File: src/rtl/hazard_stall_ctrl_if.sv
// Pipeline hazard control bundle: hazard inputs from ID/EX plus the stage-register
// enables/flushes, debug state and performance counters driven back by the controller.
interface hazard_stall_ctrl_if #(
  parameter int PERF_W = 32
);
  logic              IDEX_MemRead;
  logic [4:0]        IDEX_Rt;
  logic [4:0]        IFID_Rs;
  logic [4:0]        IFID_Rt;
  logic              IFID_UsesRt;
  logic              EX_BranchTaken;
  logic              MulDiv_Start;
  logic              PCWrite;
  logic              IFID_WriteEnable;
  logic              IFID_Flush;
  logic              IDEX_WriteEnable;
  logic              IDEX_Flush;
  logic [1:0]        State;
  logic [PERF_W-1:0] StallCount;
  logic [PERF_W-1:0] FlushCount;

  modport master (
    output IDEX_MemRead, IDEX_Rt, IFID_Rs, IFID_Rt, IFID_UsesRt, EX_BranchTaken, MulDiv_Start,
    input  PCWrite, IFID_WriteEnable, IFID_Flush, IDEX_WriteEnable, IDEX_Flush,
    input  State, StallCount, FlushCount
  );

  modport slave (
    input  IDEX_MemRead, IDEX_Rt, IFID_Rs, IFID_Rt, IFID_UsesRt, EX_BranchTaken, MulDiv_Start,
    output PCWrite, IFID_WriteEnable, IFID_Flush, IDEX_WriteEnable, IDEX_Flush,
    output State, StallCount, FlushCount
  );
endinterface

File: src/rtl/hazard_stall_ctrl.sv
// Stall/flush sequencer for IF/ID, ID/EX and PC: load-use bubbles, taken-branch flushes,
// multicycle MUL/DIV hold. Define HAZARD_PERF_CNT_EN to build the stall/flush counters.
module hazard_stall_ctrl #(
  parameter int MULDIV_CYCLES = 4,
  parameter int PERF_W        = 32
) (
  input logic               Clock,
  input logic               Reset,
  hazard_stall_ctrl_if.slave hz
);

  typedef enum logic [1:0] {
    RUN     = 2'd0,
    LDSTALL = 2'd1,
    MDWAIT  = 2'd2
  } state_t;

  localparam logic [7:0] MD_INIT = 8'(MULDIV_CYCLES - 1);

  state_t     state_reg, state_next;
  logic [7:0] cnt_reg, cnt_next;
  logic       load_use;
  logic       pc_write, ifid_we, ifid_flush, idex_we, idex_flush;
  logic       branch_flush;

  assign load_use = hz.IDEX_MemRead && (hz.IDEX_Rt != 5'd0) &&
                    ((hz.IDEX_Rt == hz.IFID_Rs) ||
                     (hz.IFID_UsesRt && (hz.IDEX_Rt == hz.IFID_Rt)));

  always_comb begin
    pc_write     = 1'b1;
    ifid_we      = 1'b1;
    ifid_flush   = 1'b0;
    idex_we      = 1'b1;
    idex_flush   = 1'b0;
    branch_flush = 1'b0;
    state_next   = state_reg;
    cnt_next     = cnt_reg;
    if (Reset) begin
      pc_write   = 1'b0;
      ifid_we    = 1'b0;
      idex_we    = 1'b0;
      ifid_flush = 1'b1;
      idex_flush = 1'b1;
      state_next = RUN;
      cnt_next   = 8'd0;
    end else begin
      case (state_reg)
        LDSTALL: state_next = RUN;
        MDWAIT: begin
          pc_write = 1'b0;
          ifid_we  = 1'b0;
          idex_we  = 1'b0;
          if (cnt_reg != 8'd0) cnt_next = cnt_reg - 8'd1;
          else                 state_next = RUN;
        end
        default: begin
          // Unused code 3 behaves as RUN and falls back to it.
          state_next = RUN;
          if (hz.EX_BranchTaken) begin
            ifid_flush   = 1'b1;
            idex_flush   = 1'b1;
            branch_flush = 1'b1;
          end else if (hz.MulDiv_Start) begin
            state_next = MDWAIT;
            cnt_next   = MD_INIT;
          end else if (load_use) begin
            pc_write   = 1'b0;
            ifid_we    = 1'b0;
            idex_flush = 1'b1;
            state_next = LDSTALL;
          end
        end
      endcase
    end
  end

  always_ff @(posedge Clock) begin
    if (Reset) begin
      state_reg <= RUN;
      cnt_reg   <= 8'd0;
    end else begin
      state_reg <= state_next;
      cnt_reg   <= cnt_next;
    end
  end

  assign hz.PCWrite          = pc_write;
  assign hz.IFID_WriteEnable = ifid_we;
  assign hz.IFID_Flush       = ifid_flush;
  assign hz.IDEX_WriteEnable = idex_we;
  assign hz.IDEX_Flush       = idex_flush;
  assign hz.State            = state_reg;

`ifdef HAZARD_PERF_CNT_EN
  logic [PERF_W-1:0] perf_cnt_reg [2];
  logic [1:0]        perf_inc;

  assign perf_inc = {branch_flush, ~pc_write};

  // Index 0 counts stalled cycles, index 1 counts branch flushes; both saturate.
  for (genvar gi = 0; gi < 2; gi++) begin : g_perf
    always_ff @(posedge Clock) begin
      if (Reset)
        perf_cnt_reg[gi] <= '0;
      else if (perf_inc[gi] && (perf_cnt_reg[gi] != {PERF_W{1'b1}}))
        perf_cnt_reg[gi] <= perf_cnt_reg[gi] + PERF_W'(1);
    end
  end

  assign hz.StallCount = perf_cnt_reg[0];
  assign hz.FlushCount = perf_cnt_reg[1];
`else
  assign hz.StallCount = {PERF_W{1'b0}};
  assign hz.FlushCount = {PERF_W{1'b0}};
`endif

endmodule

File: src/flat_wrapper.sv
// flat-port wrapper written by rule: the top's interface ports become plain ports
module hazard_stall_ctrl_flat 
#(
  parameter int MULDIV_CYCLES = 4,
  parameter int PERF_W        = 32
)
  (Clock, Reset, hz_IDEX_MemRead, hz_IDEX_Rt, hz_IFID_Rs, hz_IFID_Rt, hz_IFID_UsesRt, hz_EX_BranchTaken, hz_MulDiv_Start, hz_PCWrite, hz_IFID_WriteEnable, hz_IFID_Flush, hz_IDEX_WriteEnable, hz_IDEX_Flush, hz_State, hz_StallCount, hz_FlushCount);
  hazard_stall_ctrl_if #(.PERF_W(PERF_W)) hz_i ();
  input logic Clock;
  input logic Reset;
  input wire logic [$bits(hz_i.IDEX_MemRead)-1:0] hz_IDEX_MemRead;
  input wire logic [$bits(hz_i.IDEX_Rt)-1:0] hz_IDEX_Rt;
  input wire logic [$bits(hz_i.IFID_Rs)-1:0] hz_IFID_Rs;
  input wire logic [$bits(hz_i.IFID_Rt)-1:0] hz_IFID_Rt;
  input wire logic [$bits(hz_i.IFID_UsesRt)-1:0] hz_IFID_UsesRt;
  input wire logic [$bits(hz_i.EX_BranchTaken)-1:0] hz_EX_BranchTaken;
  input wire logic [$bits(hz_i.MulDiv_Start)-1:0] hz_MulDiv_Start;
  output wire logic [$bits(hz_i.PCWrite)-1:0] hz_PCWrite;
  output wire logic [$bits(hz_i.IFID_WriteEnable)-1:0] hz_IFID_WriteEnable;
  output wire logic [$bits(hz_i.IFID_Flush)-1:0] hz_IFID_Flush;
  output wire logic [$bits(hz_i.IDEX_WriteEnable)-1:0] hz_IDEX_WriteEnable;
  output wire logic [$bits(hz_i.IDEX_Flush)-1:0] hz_IDEX_Flush;
  output wire logic [$bits(hz_i.State)-1:0] hz_State;
  output wire logic [$bits(hz_i.StallCount)-1:0] hz_StallCount;
  output wire logic [$bits(hz_i.FlushCount)-1:0] hz_FlushCount;
  assign hz_i.IDEX_MemRead = hz_IDEX_MemRead;
  assign hz_i.IDEX_Rt = hz_IDEX_Rt;
  assign hz_i.IFID_Rs = hz_IFID_Rs;
  assign hz_i.IFID_Rt = hz_IFID_Rt;
  assign hz_i.IFID_UsesRt = hz_IFID_UsesRt;
  assign hz_i.EX_BranchTaken = hz_EX_BranchTaken;
  assign hz_i.MulDiv_Start = hz_MulDiv_Start;
  assign hz_PCWrite = hz_i.PCWrite;
  assign hz_IFID_WriteEnable = hz_i.IFID_WriteEnable;
  assign hz_IFID_Flush = hz_i.IFID_Flush;
  assign hz_IDEX_WriteEnable = hz_i.IDEX_WriteEnable;
  assign hz_IDEX_Flush = hz_i.IDEX_Flush;
  assign hz_State = hz_i.State;
  assign hz_StallCount = hz_i.StallCount;
  assign hz_FlushCount = hz_i.FlushCount;
  hazard_stall_ctrl #(.MULDIV_CYCLES(MULDIV_CYCLES), .PERF_W(PERF_W)) u_core (.Clock(Clock), .Reset(Reset), .hz(hz_i));
endmodule
File: config.mk
export PLATFORM = sky130hd
export DESIGN_NAME = hazard_stall_ctrl_flat
export DESIGN_NICKNAME = d
export VERILOG_FILES = /design/src/rtl/hazard_stall_ctrl_if.sv /design/src/rtl/hazard_stall_ctrl.sv /design/src/flat_wrapper.sv
export SDC_FILE = /design/constraint.sdc
export NUM_CORES = 1
export LEC_CHECK = 0
export CAP_MARGIN = 20
export CORE_MARGIN = 2
export CORE_UTILIZATION = 31
export DETAILED_ROUTE_END_ITERATION = 12
export PLACE_DENSITY = 0.88
export SLEW_MARGIN = 40
export SYNTH_ARGS = -nofsm -noshare
export SYNTH_HDL_FRONTEND = slang
export SYNTH_SLANG_ARGS = --single-unit
File: constraint.sdc
create_clock -name Clock -period 1.7 [get_ports Clock]
set_input_delay 0.34 -clock Clock [delete_from_list [all_inputs] [get_ports Clock]]
set_output_delay 0.34 -clock Clock [all_outputs]
set_load 0.01 [all_outputs]
Word level (Yosys, flattened, before mapping):

Index checks and enable logic that the tools add are counted.

* register bits after elaboration: 10
* input port bits: 21
* output and inout bits: 71
* word-level logic and storage cells: 44

* add/subtract/negate cells: 1
* eq/ne operators: 7
* muxes and demuxes: 24
* bitwise operators: 1
* reduce and logical (&&, ||, !) cells: 9

Operators by type and width (number)
* 2-to-1 mux 8 bit: 3
* case mux 8 bit (2 select lines): 1
* 2-to-1 mux 1 bit: 15
* equality test 5 bit: 2
* nonzero test 8 bit: 1
* subtractor 8 x 1 -> 8 bit (second input constant): 1
* 2-to-1 mux 2 bit: 3
* nonzero test 5 bit: 1
* != test 2 x 1 -> 1 bit (second input constant): 2
* case mux 2 bit (2 select lines): 1
* AND reduction 4 bit: 1
* logical AND 1 bit: 3
* equality test 2 x 1 -> 1 bit (second input constant): 1
* equality test 2 bit (second input constant): 1
* != test 2 bit (second input constant): 1
* case mux 1 bit (2 select lines): 1
* nonzero test 2 bit: 1
* OR reduction 2 bit: 1
* logical OR 1 bit: 1
* NOT 1 bit: 1

Longest topological paths before layout:

* word-level depth: 9
* depth in mapped cells: 7
* mapped depth without buffers: 6

Worst setup path before layout:

Ideal clock, no wire load.

* kind: register -> register
* from: register u_core.state_reg[1] (netlist: u_core.hz.State[1])
* to: register u_core.cnt_reg[4]
* library setup time: 0.070 ns
* arrival: 1.762 ns
* data required time: 1.630 ns
* setup slack: -0.132 ns
* cell stages (with the launch flop): 7
* buffers on the path: 0
* period minus slack after synthesis: 1.832 ns
* cell sequence: dfxtp_1 > inv_1 > ha_1 > and2b_1 > o21ai_0 > or4b_2 > a21oi_1

* longest elaborated chain between the ends: 3
* elaborated cells on any way between the ends: 8
* classes of those cells: eq/ne (4); mux (1); bitwise (1); reduce/logical (2)

Ends and longest elaborated chain
* start, declared: RTL line hazard_stall_ctrl.sv:20 `state_t state_reg, state_next;`
* start signal, assigned: RTL line hazard_stall_ctrl.sv:83 `state_reg <= state_next;`
* equality test 2 bit / equality test 2 x 1 -> 1 bit (equally long branches): RTL line hazard_stall_ctrl.sv:48 `case (state_reg)`
* != test 2 x 1 -> 1 bit (no source line) (tied with other cells)
* AND reduction 4 bit (no source line)
* end signal, assigned: RTL line hazard_stall_ctrl.sv:84 `cnt_reg <= cnt_next;`
* end, declared: RTL line hazard_stall_ctrl.sv:21 `logic [7:0] cnt_reg, cnt_next;`

Several ways; a longest one is shown, not always the timed one.
A chain may end at the register's enable or synchronous reset.

Final worst setup path:

* from: register u_core.state_reg[0] (netlist: u_core.hz.State[0])
* to: output port hz_PCWrite

* longest elaborated chain between the ends: 3
* elaborated cells on any way between the ends: 4
* classes of those cells: eq/ne (2); mux (2)

Ends and longest elaborated chain
* equality test 2 bit / equality test 2 x 1 -> 1 bit (equally long branches): RTL line hazard_stall_ctrl.sv:48
* case mux 1 bit (2 select lines) *: RTL line hazard_stall_ctrl.sv:48
* 2-to-1 mux 1 bit *: RTL line hazard_stall_ctrl.sv:39 `if (Reset) begin`
* end, declared: RTL line flat_wrapper.sv:18 `output wire logic [$bits(hz_i.PCWrite)-1:0] hz_PCWrite;`

Every way passes the cells marked *; elsewhere a longest branch is shown, timed or not.

==> key figures <==
Floorplanning
  • Die H: 67.34 µm
  • Ports: 92
  • Die W: 67.34 µm
  • Cell Rows: 23
  • Starting Density: 31.55%
  • Core area: 3943 µm²
  • Die area: 4535 µm²

Detailed routing
  • Antenna Nets Post-Route: 0
  • Iter 0 DRT Violations: 17
  • DRT Pass-1 Iters: 4
  • Routed WL: 3149 µm
  • Routed vias/inst: approximately 4
  • DR vias: between 1000 and 1500
  • WL/cell: 11.53 µm
  • Post-route DRC violation count: 0

Placement
  • PortBufs: 27
  • Pre-CTS WS: -0.8886 ns
  • Post-placement cell area: approximately 1500 µm²
  • Post-DP HPWL: 2119 µm
  • RD Place Congestion: ~0.77

Critical path
  • CP startpoint kind: flop
  • Delay-heaviest family, CP: flip-flops
  • RR Startpoint: u_core.hz.State[1]
  • CP arrival: 1.53 ns
  • R2R Setup Slk: -0.06 ns
  • CP Capture Type: primary output
  • Setup CP Type: flop to primary output
  • Crit Path Max Fanout: 3
  • Required @ worst endpoint: 1.36 ns
  • Slowest cell on the critical path: dfxtp_2
  • Worst path cell trace: inv_2 > ha_4 > and3b_2 > o21ai_4 > o31a_1 > buf_2
  • CP startpoint: u_core.hz.State[0]
  • Max incr delay on CP: 0.33 ns
  • CP Buf/Inv Count: 2

STA
  • Hold slack: 0.5300 ns
  • Final setup TNS: -0.6481 ns
  • Final setup fails: 7
  • Fin crit period: 1.874 ns
  • F_max: 0.5337 GHz
  • Endpoints failing hold: 0
  • Clk_skew: approximately 0.0019 ns
  • Tcrit/Tclk final: 110.2%
  • PnR worst setup slack: -0.1736 ns
  • Unrepaired setup endpoints after global routing: yes
  • Max-slew violations: 0

Final layout
  • Filler cell count: 368
  • Diode count: 0
  • Proportion of layout cells with a drive suffix above 1: about 41%
  • Area Growth Syn to Fin: 45.27%
  • Max reg flops: 8
  • Final net count: about 250
  • Final instance area: 1807 µm²
  • Final core occ: between 40% and 50%

Yosys
  • Seq/Total Area, Yosys: 16.10%
  • Top FF cell, synth: dfxtp_1
  • EDFF count, synth: 0
  • Warnings, synthesis: 0
  • #FFs+latches synth: 10
  • Avg Inst Size Synth: ~8.0 µm²
  • Synth unique cells: 39
  • Post-Syn Area: 1244 µm²
  • Synthesized instance count: approximately 160
  • FFs w/ async S/R, synth: 0%

Hold path
  • Hold_sp: u_core.cnt_reg[4]
  • Class of the worst hold path: flop to flop

Global routing
  • Largest net degree at the start of global routing: 7
  • Tot GR Track Use: between 10% and 20%
  • GRT overflow: 0
  • Initial antenna violation count: 0
  • Global-route wire length before repair: ~4500 µm
  • Number of global-route vias before repair: 1027

Pwr
  • Pwr dens: 578.7 nW/µm²
  • Leak: approximately 0.0009 µW
  • Peak supply drop: 0.2820 mV

Clocking
  • CTS tree: yes
  • Clock latency at the later pin of the worst-skew pair: 0.25 ns
  • Inserted Clock Buffers: 3
  • Clk slew on worst S/H paths: 0.05 ns
  • CTS sink count: 10
  • Maximum clock path buffer count: 2
  • Clk root buf: clkbuf_8
  • H-Tree Depth: 1
  • CTS hold repair buffers: 0

Job
  • Max_cap viols: 0

Status
  • Status: finished, violations left
  • Failing checks: negative setup slack
-- kinds of logic after synthesis --
logic type | share of synthesized area, %
other cells | 0.3015
buf+inv | 42.25
flops | 16.10
xor+xnor | 7.043
simple gates | 16.60
fa+ha+maj | 4.024
compound gates | 13.68
-- worst register-to-register path: stages (launching register included) --
cell and delay (ns):
dfxtp_2 0.35, buf_6 0.11, inv_4 0.03, ha_4 0.15, buf_6 0.12, and2b_1 0.19, o21ai_2 0.08, or4b_4 0.53
a21oi_2 0.13
-- where the power goes --
group | leakage [µW] | internal [µW] | total, µW | switching, µW
Combinational | 0.000785 | 222 | 452 | 229
Clock | 0.0000288 | 205 | 315 | 110
Sequential | 0.0000833 | 254 | 278 | 23.9
Total | 0.000897 | 682 | 1050 | 364
-- Yosys cell counts (2+ instances only) --
cell type | n | area share, %
buf_4 | 65 | 39
dfxtp_1 | 10 | 16
xor2_1 | 9 | 6.3
nor2_1 | 8 | 2.4
a21oi_1 | 6 | 2.4
o21ai_0 | 5 | 2.0
ha_1 | 4 | 4.0
inv_1 | 4 | 1.2
nor4_1 | 4 | 2.0
or3_1 | 3 | 1.5
or4_1 | 3 | 1.8
buf_6 | 2 | 1.8
nor3_1 | 2 | 0.80
nor3b_1 | 2 | 1.2
o31a_1 | 2 | 1.4
o31ai_1 | 2 | 1.2
or3_2 | 2 | 1.2
-- stage by stage --
step,instances,power [µW]
finish,273,1046
global route,273,1104
CTS,269,974.5
detailed placement,256,623.2
global placement,256,613.9
floorplan,218,579.4
-- timing repair --
action,4_1_cts,5_1_grt
pin swaps,17,15
gates resized for setup,72,27
setup endpoints to repair,13,12
setup buffers,9,5
-- cells in the final DEF, fill, tap and decap left out, types with 2 or more instances in the layout --
master / count
conb_1: 64
buf_4: 36
xor2_1: 9
nor2_1: 8
dlygate4sd2_1: 8
buf_2: 7
buf_6: 6
dfxtp_1: 6
a21oi_2: 4
clkbuf_8: 4
clkdlybuf4s50_1: 4
dfxtp_2: 4
inv_2: 3
or4_4: 3
ha_4: 3
dlymetal6s2s_1: 3
nor4_1: 2
nor3_1: 2
o31a_1: 2
o21ai_2: 2
or3_1: 2
a21oi_1: 2
or3_4: 2
clkdlybuf4s15_1: 2
clkbuf_2: 2
-- routing by layer --
metal	GRT usage (%)	vias up	wire, µm
met4	8.418	0	106
met3	2.667	9	241
met1	12.42	507	1008
li1	-	538	-
met5	0	-	0
met2	27.10	70	1793
-- cell type report --
type | count | area (µm²) | area share [%]
Sequential cell | 10 | 205.2 | 11.36
Clock buffer | 4 | 55.05 | 3.047
Tap cell | 50 | 62.56 | 3.463
Inverter | 4 | 17.52 | 0.9695
Timing Repair Buffer | 68 | 550.5 | 30.47
Multi-Input combinational cell | 137 | 915.9 | 50.69
-- worst paths after layout --
path                                     endpoint  cells after the start
worst min-delay path            u_core.cnt_reg[4]                      2
worst max register to register  u_core.cnt_reg[4]                      8
worst min register to register  u_core.cnt_reg[4]                      2
worst max-delay path                   hz_PCWrite                      6
Note: power is estimated with default switching activity, not from simulation.
